`src/rtl/reorder_buffer_pkg.sv`:
```
// Shared widths and types for the reorder buffer, its query ports and its bus interface.
// The reservation station imports the same package so ROB tag widths always agree.
package reorder_buffer_pkg;

  localparam int unsigned RobWidth  = 4;
  localparam int unsigned RobSize   = 2 ** RobWidth;
  localparam int unsigned DataWidth = 32;
  localparam int unsigned RegWidth  = 5;

  typedef logic [RobWidth-1:0]  rob_tag_t;
  typedef logic [RobWidth:0]    rob_cnt_t;
  typedef logic [DataWidth-1:0] rob_data_t;
  typedef logic [RegWidth-1:0]  arch_reg_t;

  typedef struct packed {
    logic      valid;
    rob_tag_t  tag;
    rob_data_t value;
  } wb_port_t;

  // Pointers are exactly RobWidth bits, so the increment wraps modulo RobSize by itself.
  function automatic rob_tag_t ptr_inc(input rob_tag_t ptr);
    return ptr + rob_tag_t'(1);
  endfunction

endpackage

```
`src/rtl/reorder_buffer_if.sv`:
```
// Issue / writeback / query / commit signal bundle of the reorder buffer.
// The master side is the pipeline around the ROB; the slave side is the ROB itself.
interface reorder_buffer_if;
  import reorder_buffer_pkg::*;

  logic      rdy_in;
  logic      flush_in;
  logic      alloc_in;
  arch_reg_t alloc_rd_in;
  rob_tag_t  alloc_tag;
  logic      full;
  logic      empty;

  logic      wb_valid_1;
  rob_tag_t  wb_tag_1;
  rob_data_t wb_value_1;
  logic      wb_valid_2;
  rob_tag_t  wb_tag_2;
  rob_data_t wb_value_2;

  rob_tag_t  query_tag_1;
  logic      query_ready_1;
  rob_data_t query_value_1;
  rob_tag_t  query_tag_2;
  logic      query_ready_2;
  rob_data_t query_value_2;

  logic      commit;
  rob_tag_t  commit_tag;
  rob_data_t commit_value;
  arch_reg_t commit_rd;

  modport master (
    output rdy_in, flush_in, alloc_in, alloc_rd_in,
    output wb_valid_1, wb_tag_1, wb_value_1, wb_valid_2, wb_tag_2, wb_value_2,
    output query_tag_1, query_tag_2,
    input  alloc_tag, full, empty,
    input  query_ready_1, query_value_1, query_ready_2, query_value_2,
    input  commit, commit_tag, commit_value, commit_rd
  );

  modport slave (
    input  rdy_in, flush_in, alloc_in, alloc_rd_in,
    input  wb_valid_1, wb_tag_1, wb_value_1, wb_valid_2, wb_tag_2, wb_value_2,
    input  query_tag_1, query_tag_2,
    output alloc_tag, full, empty,
    output query_ready_1, query_value_1, query_ready_2, query_value_2,
    output commit, commit_tag, commit_value, commit_rd
  );

endinterface

```
`src/rtl/reorder_buffer_query.sv`:
```
// One combinational operand lookup: stored result, or same-cycle writeback bypass.
// Port 1 takes precedence on the bypass so it matches the writeback priority.
module reorder_buffer_query
  import reorder_buffer_pkg::*;
(
  input  rob_tag_t                  query_tag_i,
  input  logic      [RobSize-1:0]   busy_i,
  input  logic      [RobSize-1:0]   ready_i,
  input  rob_data_t [RobSize-1:0]   value_i,
  input  wb_port_t                  wb1_i,
  input  wb_port_t                  wb2_i,
  output logic                      query_ready_o,
  output rob_data_t                 query_value_o
);

  logic wb1_hit, wb2_hit;

  always_comb begin
    wb1_hit       = wb1_i.valid && (wb1_i.tag == query_tag_i);
    wb2_hit       = wb2_i.valid && (wb2_i.tag == query_tag_i);
    query_ready_o = busy_i[query_tag_i] && (ready_i[query_tag_i] || wb1_hit || wb2_hit);
    query_value_o = '0;
    if (query_ready_o) begin
      if (wb1_hit) begin
        query_value_o = wb1_i.value;
      end else if (wb2_hit) begin
        query_value_o = wb2_i.value;
      end else begin
        query_value_o = value_i[query_tag_i];
      end
    end
  end

endmodule

```
`src/rtl/reorder_buffer.sv`:
```
// In-order retirement buffer: allocates tags at issue, takes two ALU writebacks per cycle,
// retires at most one ready head entry per cycle and serves two operand-tag lookups.
module reorder_buffer
  import reorder_buffer_pkg::*;
(
  input logic             clk_in,
  input logic             rst_n_in,
  reorder_buffer_if.slave rob
);

  rob_tag_t                head_q, head_d, tail_q, tail_d;
  rob_cnt_t                count_q, count_d;
  logic      [RobSize-1:0] busy_q, busy_d, ready_q, ready_d;
  rob_data_t [RobSize-1:0] value_q, value_d;
  arch_reg_t [RobSize-1:0] rd_q, rd_d;

  logic      commit_q, commit_d;
  rob_tag_t  commit_tag_q, commit_tag_d;
  rob_data_t commit_value_q, commit_value_d;
  arch_reg_t commit_rd_q, commit_rd_d;

  logic     full, alloc_acc, commit_acc;
  wb_port_t wb1, wb2;

  assign wb1  = '{valid: rob.wb_valid_1, tag: rob.wb_tag_1, value: rob.wb_value_1};
  assign wb2  = '{valid: rob.wb_valid_2, tag: rob.wb_tag_2, value: rob.wb_value_2};
  // Occupancy comes from the registered count only; pointers alone cannot tell full from empty.
  assign full = (count_q == rob_cnt_t'(RobSize));

  always_comb begin
    head_d         = head_q;
    tail_d         = tail_q;
    count_d        = count_q;
    busy_d         = busy_q;
    ready_d        = ready_q;
    value_d        = value_q;
    rd_d           = rd_q;
    commit_d       = 1'b0;
    commit_tag_d   = commit_tag_q;
    commit_value_d = commit_value_q;
    commit_rd_d    = commit_rd_q;
    alloc_acc      = 1'b0;
    commit_acc     = 1'b0;

    if (rob.flush_in) begin
      head_d         = '0;
      tail_d         = '0;
      count_d        = '0;
      busy_d         = '0;
      ready_d        = '0;
      commit_tag_d   = '0;
      commit_value_d = '0;
      commit_rd_d    = '0;
    end else if (rob.rdy_in) begin
      alloc_acc  = rob.alloc_in && !full;
      commit_acc = busy_q[head_q] && ready_q[head_q];

      if (alloc_acc) begin
        busy_d[tail_q]  = 1'b1;
        ready_d[tail_q] = 1'b0;
        rd_d[tail_q]    = rob.alloc_rd_in;
        tail_d          = ptr_inc(tail_q);
      end

      // Port 2 first so port 1 overwrites it when both target the same tag.
      if (wb2.valid && busy_q[wb2.tag]) begin
        ready_d[wb2.tag] = 1'b1;
        value_d[wb2.tag] = wb2.value;
      end
      if (wb1.valid && busy_q[wb1.tag]) begin
        ready_d[wb1.tag] = 1'b1;
        value_d[wb1.tag] = wb1.value;
      end

      if (commit_acc) begin
        commit_d        = 1'b1;
        commit_tag_d    = head_q;
        commit_value_d  = value_q[head_q];
        commit_rd_d     = rd_q[head_q];
        busy_d[head_q]  = 1'b0;
        ready_d[head_q] = 1'b0;
        head_d          = ptr_inc(head_q);
      end

      count_d = count_q + rob_cnt_t'(alloc_acc) - rob_cnt_t'(commit_acc);
    end
  end

  always_ff @(posedge clk_in) begin
    if (!rst_n_in) begin
      head_q         <= '0;
      tail_q         <= '0;
      count_q        <= '0;
      busy_q         <= '0;
      ready_q        <= '0;
      commit_q       <= 1'b0;
      commit_tag_q   <= '0;
      commit_value_q <= '0;
      commit_rd_q    <= '0;
    end else begin
      head_q         <= head_d;
      tail_q         <= tail_d;
      count_q        <= count_d;
      busy_q         <= busy_d;
      ready_q        <= ready_d;
      commit_q       <= commit_d;
      commit_tag_q   <= commit_tag_d;
      commit_value_q <= commit_value_d;
      commit_rd_q    <= commit_rd_d;
    end
  end

  // Payload storage is qualified by busy/ready, so it needs no reset.
  always_ff @(posedge clk_in) begin
    value_q <= value_d;
    rd_q    <= rd_d;
  end

  assign rob.alloc_tag    = tail_q;
  assign rob.full         = full;
  assign rob.empty        = (count_q == '0);
  assign rob.commit       = commit_q;
  assign rob.commit_tag   = commit_tag_q;
  assign rob.commit_value = commit_value_q;
  assign rob.commit_rd    = commit_rd_q;

  reorder_buffer_query u_query_1 (
    .query_tag_i   (rob.query_tag_1),
    .busy_i        (busy_q),
    .ready_i       (ready_q),
    .value_i       (value_q),
    .wb1_i         (wb1),
    .wb2_i         (wb2),
    .query_ready_o (rob.query_ready_1),
    .query_value_o (rob.query_value_1)
  );

  reorder_buffer_query u_query_2 (
    .query_tag_i   (rob.query_tag_2),
    .busy_i        (busy_q),
    .ready_i       (ready_q),
    .value_i       (value_q),
    .wb1_i         (wb1),
    .wb2_i         (wb2),
    .query_ready_o (rob.query_ready_2),
    .query_value_o (rob.query_value_2)
  );

endmodule
```
`src/flat_wrapper.sv`:
```
// flat-port wrapper written by rule: the top's interface ports become plain ports
module reorder_buffer_flat import reorder_buffer_pkg::*;
  (clk_in, rst_n_in, rob_rdy_in, rob_flush_in, rob_alloc_in, rob_alloc_rd_in, rob_wb_valid_1, rob_wb_tag_1, rob_wb_value_1, rob_wb_valid_2, rob_wb_tag_2, rob_wb_value_2, rob_query_tag_1, rob_query_tag_2, rob_alloc_tag, rob_full, rob_empty, rob_query_ready_1, rob_query_value_1, rob_query_ready_2, rob_query_value_2, rob_commit, rob_commit_tag, rob_commit_value, rob_commit_rd);
  reorder_buffer_if rob_i ();
  input logic clk_in;
  input logic rst_n_in;
  input wire logic [$bits(rob_i.rdy_in)-1:0] rob_rdy_in;
  input wire logic [$bits(rob_i.flush_in)-1:0] rob_flush_in;
  input wire logic [$bits(rob_i.alloc_in)-1:0] rob_alloc_in;
  input wire logic [$bits(rob_i.alloc_rd_in)-1:0] rob_alloc_rd_in;
  input wire logic [$bits(rob_i.wb_valid_1)-1:0] rob_wb_valid_1;
  input wire logic [$bits(rob_i.wb_tag_1)-1:0] rob_wb_tag_1;
  input wire logic [$bits(rob_i.wb_value_1)-1:0] rob_wb_value_1;
  input wire logic [$bits(rob_i.wb_valid_2)-1:0] rob_wb_valid_2;
  input wire logic [$bits(rob_i.wb_tag_2)-1:0] rob_wb_tag_2;
  input wire logic [$bits(rob_i.wb_value_2)-1:0] rob_wb_value_2;
  input wire logic [$bits(rob_i.query_tag_1)-1:0] rob_query_tag_1;
  input wire logic [$bits(rob_i.query_tag_2)-1:0] rob_query_tag_2;
  output wire logic [$bits(rob_i.alloc_tag)-1:0] rob_alloc_tag;
  output wire logic [$bits(rob_i.full)-1:0] rob_full;
  output wire logic [$bits(rob_i.empty)-1:0] rob_empty;
  output wire logic [$bits(rob_i.query_ready_1)-1:0] rob_query_ready_1;
  output wire logic [$bits(rob_i.query_value_1)-1:0] rob_query_value_1;
  output wire logic [$bits(rob_i.query_ready_2)-1:0] rob_query_ready_2;
  output wire logic [$bits(rob_i.query_value_2)-1:0] rob_query_value_2;
  output wire logic [$bits(rob_i.commit)-1:0] rob_commit;
  output wire logic [$bits(rob_i.commit_tag)-1:0] rob_commit_tag;
  output wire logic [$bits(rob_i.commit_value)-1:0] rob_commit_value;
  output wire logic [$bits(rob_i.commit_rd)-1:0] rob_commit_rd;
  assign rob_i.rdy_in = rob_rdy_in;
  assign rob_i.flush_in = rob_flush_in;
  assign rob_i.alloc_in = rob_alloc_in;
  assign rob_i.alloc_rd_in = rob_alloc_rd_in;
  assign rob_i.wb_valid_1 = rob_wb_valid_1;
  assign rob_i.wb_tag_1 = rob_wb_tag_1;
  assign rob_i.wb_value_1 = rob_wb_value_1;
  assign rob_i.wb_valid_2 = rob_wb_valid_2;
  assign rob_i.wb_tag_2 = rob_wb_tag_2;
  assign rob_i.wb_value_2 = rob_wb_value_2;
  assign rob_i.query_tag_1 = rob_query_tag_1;
  assign rob_i.query_tag_2 = rob_query_tag_2;
  assign rob_alloc_tag = rob_i.alloc_tag;
  assign rob_full = rob_i.full;
  assign rob_empty = rob_i.empty;
  assign rob_query_ready_1 = rob_i.query_ready_1;
  assign rob_query_value_1 = rob_i.query_value_1;
  assign rob_query_ready_2 = rob_i.query_ready_2;
  assign rob_query_value_2 = rob_i.query_value_2;
  assign rob_commit = rob_i.commit;
  assign rob_commit_tag = rob_i.commit_tag;
  assign rob_commit_value = rob_i.commit_value;
  assign rob_commit_rd = rob_i.commit_rd;
  reorder_buffer u_core (.clk_in(clk_in), .rst_n_in(rst_n_in), .rob(rob_i));
endmodule
```
`config.mk`:
```
export PLATFORM = sky130hd
export DESIGN_NAME = reorder_buffer_flat
export DESIGN_NICKNAME = d
export VERILOG_FILES = /design/src/rtl/reorder_buffer_pkg.sv /design/src/rtl/reorder_buffer_if.sv /design/src/rtl/reorder_buffer_query.sv /design/src/rtl/reorder_buffer.sv /design/src/flat_wrapper.sv
export SDC_FILE = /design/constraint.sdc
export NUM_CORES = 2
export LEC_CHECK = 0
export BUFFER_PORTS_ARGS = -buffer_cell sky130_fd_sc_hd__buf_4
export CELL_PAD_IN_SITES_DETAIL_PLACEMENT = 1
export CELL_PAD_IN_SITES_GLOBAL_PLACEMENT = 2
export CORE_MARGIN = 1.5
export CORE_UTILIZATION = 34
export CTS_CLUSTER_SIZE = 10
export DETAILED_ROUTE_END_ITERATION = 7
export PLACE_DENSITY = 0.78
export SYNTH_ARGS = -nofsm -noshare
export SYNTH_HDL_FRONTEND = slang
export SYNTH_HIERARCHICAL = 1
export SYNTH_SLANG_ARGS = --single-unit
```
`constraint.sdc`:
```
create_clock -name clk_in -period 17.9 [get_ports clk_in]
set_input_delay 1.79 -clock clk_in [delete_from_list [all_inputs] [get_ports clk_in]]
set_output_delay 1.79 -clock clk_in [all_outputs]
set_load 0.02 [all_outputs]
```
==> summary.md <==
| Metric | Value |
|---|---|
| Fraction of synthesized cell area taken by the top area cell type | between 30% and 40% |
| Number of buffers and inverters on the critical path | 5 |
| Critical path cell sequence | buf_6 > buf_4 > xor2_1 > nor3_1 > and3_2 > buf_4 > o41ai_4 > buf_4 > a31oi_1 > buf_4 |
| Cell accounting for the most synthesized area | sky130_fd_sc_hd__edfxtp_1 |
| Synthesized area per cell | around 11 sq um |
| Number of global-route vias before repair | roughly 39000 |
| Post-synthesis async set-or-reset flop share | 0% |
| RSZ-0062 raised after global routing | false |
| Clock power frac | between 40% and 50% |
| Core region area | about 140000 sq um |
| Portion of total power attributed to sequential cells | a little under half |
| CTS tree | done |
| Maximum vdd ir drop | about 0.065 mV |
| RD Place Congestion | roughly 0.82 |
| Clock-pin slew of the registers on the worst-case setup and hold paths | 0.06 ns |
| Height of the die | about 370 microns |
| Flop and latch count out of synthesis | just under 700 |
| First-pass GRT wire length | ~280000 microns |
| Kind of cell adding the most delay to the critical path | buffers and inverters |
| Sw Share | between 20% and 30% |
| Worst-case setup margin in the final layout | around 11 ns |
| Post-Synthesis Net Count | around 4300 |
| Data required time at the worst endpoint | 16.11 ns |
| Worst slack after detailed placement | between 10 and 15 ns |
| Hold-fix buffer count after cts | 0 |
| Number of buffers added by the clock tree synthesis step | 86 |
| Static Leak | 0.0188 uW |
| Start-to-end type of the worst setup path | in -> out |
| MaxCap Viol Count | 0 |
| Die Area | 140000 sq um |
| Detailed-route vias per instance | 6.52 |
| Number of cells traversed by the worst hold path | 2 |
| Synthesis-to-finish area growth | 11.1% |
| Worst slew margin | approximately 17% |
| Pin count of the biggest net entering global routing | 147 |
| Cell type of the slowest stage on the worst timing path | sky130_fd_sc_hd__buf_4 |
| Run status | complete, but fails checks |
| Power per cell area | between 70 and 80 nW/um^2 |
| Kind of capture point of the worst setup path | output pin |
| Post-CTS Setup Repair Bufs | 0 |
| Most frequently used cell type in the post-synthesis netlist | sky130_fd_sc_hd__nand2_1 |
| Worst path most repeated cell | sky130_fd_sc_hd__buf_4 |
| Cell depth of the worst setup path | 10 |
| Max-slew violation count | 0 |
| Data arrival at the endpoint of the critical path | roughly 5.5 ns |
| Count of nets after finishing | 4176 |
| Count of unique library cells instantiated by Yosys | 57 |
| Hold_ws | ~0.46 ns |
| Via total after detailed routing | approximately 39000 |
| Proportion of synthesized chip area in sequential cells | 41.6% |
| Maximum operating frequency | between 100 and 150 MHz |
| Actual transition at the worst max-transition pin | around 1.2 ns |
| DRC Markers | 2 |
| Number of port buffers | approximately 210 |
| Die extent in x | roughly 370 microns |
| Top cells by count, synth | sky130_fd_sc_hd__nand2_1 (595), sky130_fd_sc_hd__edfxtp_1 (592), sky130_fd_sc_hd__mux2i_1 (519) |
| Failing checks | DRC |
| WL per Instance | around 33 microns |
| Delay of the slowest cell on the worst path | about 0.75 ns |
| Worst clock skew | ~0.034 ns |
| Warnings from Yosys | 6 |
| Post-synthesis cell count | approximately 4200 |
| Worst Setup Start Kind | input port |
| DRC marker count from the first detailed-route iteration | 4525 |
| Starting density of the core | 34.2% |
| Type of the most critical hold path | reg -> reg |
| Count of flip-flops with a built-in enable after synthesis | around 600 |
| Clk_lat worst skew | between 0.7 and 0.8 ns |
| Final hold violation count | 0 |
| Final HPWL DP | 111000 microns |
| Total overflow reported by the global router | 0 |
| Drt first pass iters | 8 |
| Std-Cell Rows | between 100 and 150 |
| Total Routed Length | 198000 microns |
| Cell Int Power | approximately 2900 uW |
| Maximum fanout along the worst path | 48 |
| Fin crit share | roughly two fifths |
| Dominant register cell in the synthesized netlist | sky130_fd_sc_hd__edfxtp_1 |
| CTS H-Tree Depth | 3 |
| Switching power | about 1000 uW |
| Number of clock sinks | approximately 680 |
| Antenna-violating nets left | 0 |
| Layout Cells excl Fill | 5934 |
| Fill cell count | 14800 |
| Gate power share | 10.9% |
| GRT Resource Usage Total | approximately 28% |
| Number of antenna violations at the first check in global routing | 5 |
| Dpl cells | between 5000 and 6000 |
| Placed Area | just under 50000 sq um |
| Period minus WS final | between 7 and 8 ns |
| Layout cells sized above 1 | 20.9% |
| Post-route standard cell area excluding fillers | 52100 sq um |
| Number of buffers between clock root and the deepest sink | 3 |
| Biggest area contributors in the synthesized netlist | sky130_fd_sc_hd__edfxtp_1 (38%), sky130_fd_sc_hd__mux4_2 (20%), sky130_fd_sc_hd__mux2i_1 (11%) |
| FF-to-FF path depth | 16 |
| Area of the mapped netlist | ~47000 sq um |
| Total negative setup slack | 0 ns |
| Clock tree root driver cell | sky130_fd_sc_hd__clkbuf_16 |
| Number of gates resized after cts | 0 |
| Final setup viols | 0 |
| I/O pins | about 200 |
placed cells by master (no fill, tap or decap), drive strengths merged, types with 10 or more instances in the layout:
cell type  Yosys  final
edfxtp       592    592
and2          12     12
nand4         13     13
inv           20     25
and3          17     17
xnor2         14     14
clkinv         1     26
mux4         423    423
a21oi        220    220
o21ai        399    399
a22oi        203    203
nor2         204    204
a311oi        12     12
buf          163    282
dfxtp         87     87
nor2b         17     17
nand3        160    160
mux2i        519    519
nor3          10     10
ha            14     14
clkbuf       332    124
nand2        595    595
a31oi         72     72
layer usage:
metal	GRT usage (%)	vias to the layer above	part of all wire [%]
met4	14.2	0	5.3
met5	0	-	0
met3	4.66	474	7.8
met2	45.0	1956	47
li1	-	15900	-
met1	35.3	20300	40
worst reg2reg max path, delay by kind of cell (launching register included):
| kind | cells | cell delay, ns |
|---|---|---|
| fa+ha+maj | 3 | 0.87 |
| simple gates | 5 | 0.67 |
| mux | 1 | 0.64 |
| flops | 1 | 0.66 |
| compound gates | 3 | 0.55 |
| xor+xnor | 1 | 0.17 |
| buf+inv | 3 | 0.89 |
cell type report:
type / instances / area [sq um] / share of cell area [%]
Multi-Input combinational cell: 2999 / 25500 / 49.0
Sequential cell: 679 / 19500 / 37.5
Clock buffer: 124 / 2370 / 4.54
Tap cell: 1794 / 2240 / 4.31
Timing Repair Buffer: 282 / 2150 / 4.13
Clock inverter: 31 / 224 / 0.430
Inverter: 21 / 86.3 / 0.166
Antenna cell: 4 / 10.0 / 0.0192
state kept, by name, indices dropped and copies added (netlist names), 5 cells and up:
register and flops:
u_core/busy_q 16, u_core/count_q 5, u_core/rd_q 80, u_core/ready_q 16, u_core/rob.commit_rd 5, u_core/rob.commit_value 32
u_core/value_q 512
kinds of logic after synthesis:
family / count (synthesis) / share of synthesized area [%]
AND/OR/NAND/NOR: 1064 / 9.58
AO/OA/AOI/OAI: 952 / 12.0
multiplexers: 945 / 31.4
flip-flops: 679 / 41.6
buffers and inverters: 516 / 4.59
XOR/XNOR: 23 / 0.429
adder cells (fa/ha/maj): 15 / 0.416
per-stage QoR:
| stage | util [%] | total power (uW) |
|---|---|---|
| 2_1_floorplan | - | 2130 |
| 3_3_place_gp | 36.1 | 2260 |
| 3_5_place_dp | 36.1 | 2270 |
| 4_1_cts | 38.0 | 3940 |
| 5_1_grt | 38.0 | 4030 |
| 6_report | 38.0 | 3920 |
power by group through the flow:
stage / Sequential [uW] / Combinational [uW] / Clock [uW]
floorplan: 1850 / 279 / 0
global placement: 1840 / 413 / 0
detailed placement: 1850 / 424 / 0
CTS: 1820 / 424 / 1710
global route: 1820 / 450 / 1760
finish: 1820 / 429 / 1680
final timing paths:
check,start,end,slack [ns]
worst min register to register,u_core/rob.commit_value[8]$_SDFFE_PP0P_,u_core/rob.commit_value[8]$_SDFFE_PP0P_,0.46
worst max-delay path,rob_query_tag_1[3],rob_query_value_1[0],10.65
worst min-delay path,u_core/rob.commit_value[8]$_SDFFE_PP0P_,u_core/rob.commit_value[8]$_SDFFE_PP0P_,0.46
worst max register to register,u_core/head_q[0]$_SDFFE_PP0P_,u_core/count_q[4]$_SDFFE_PP0P_,13.31
Note: power is estimated with default switching activity, not from simulation.
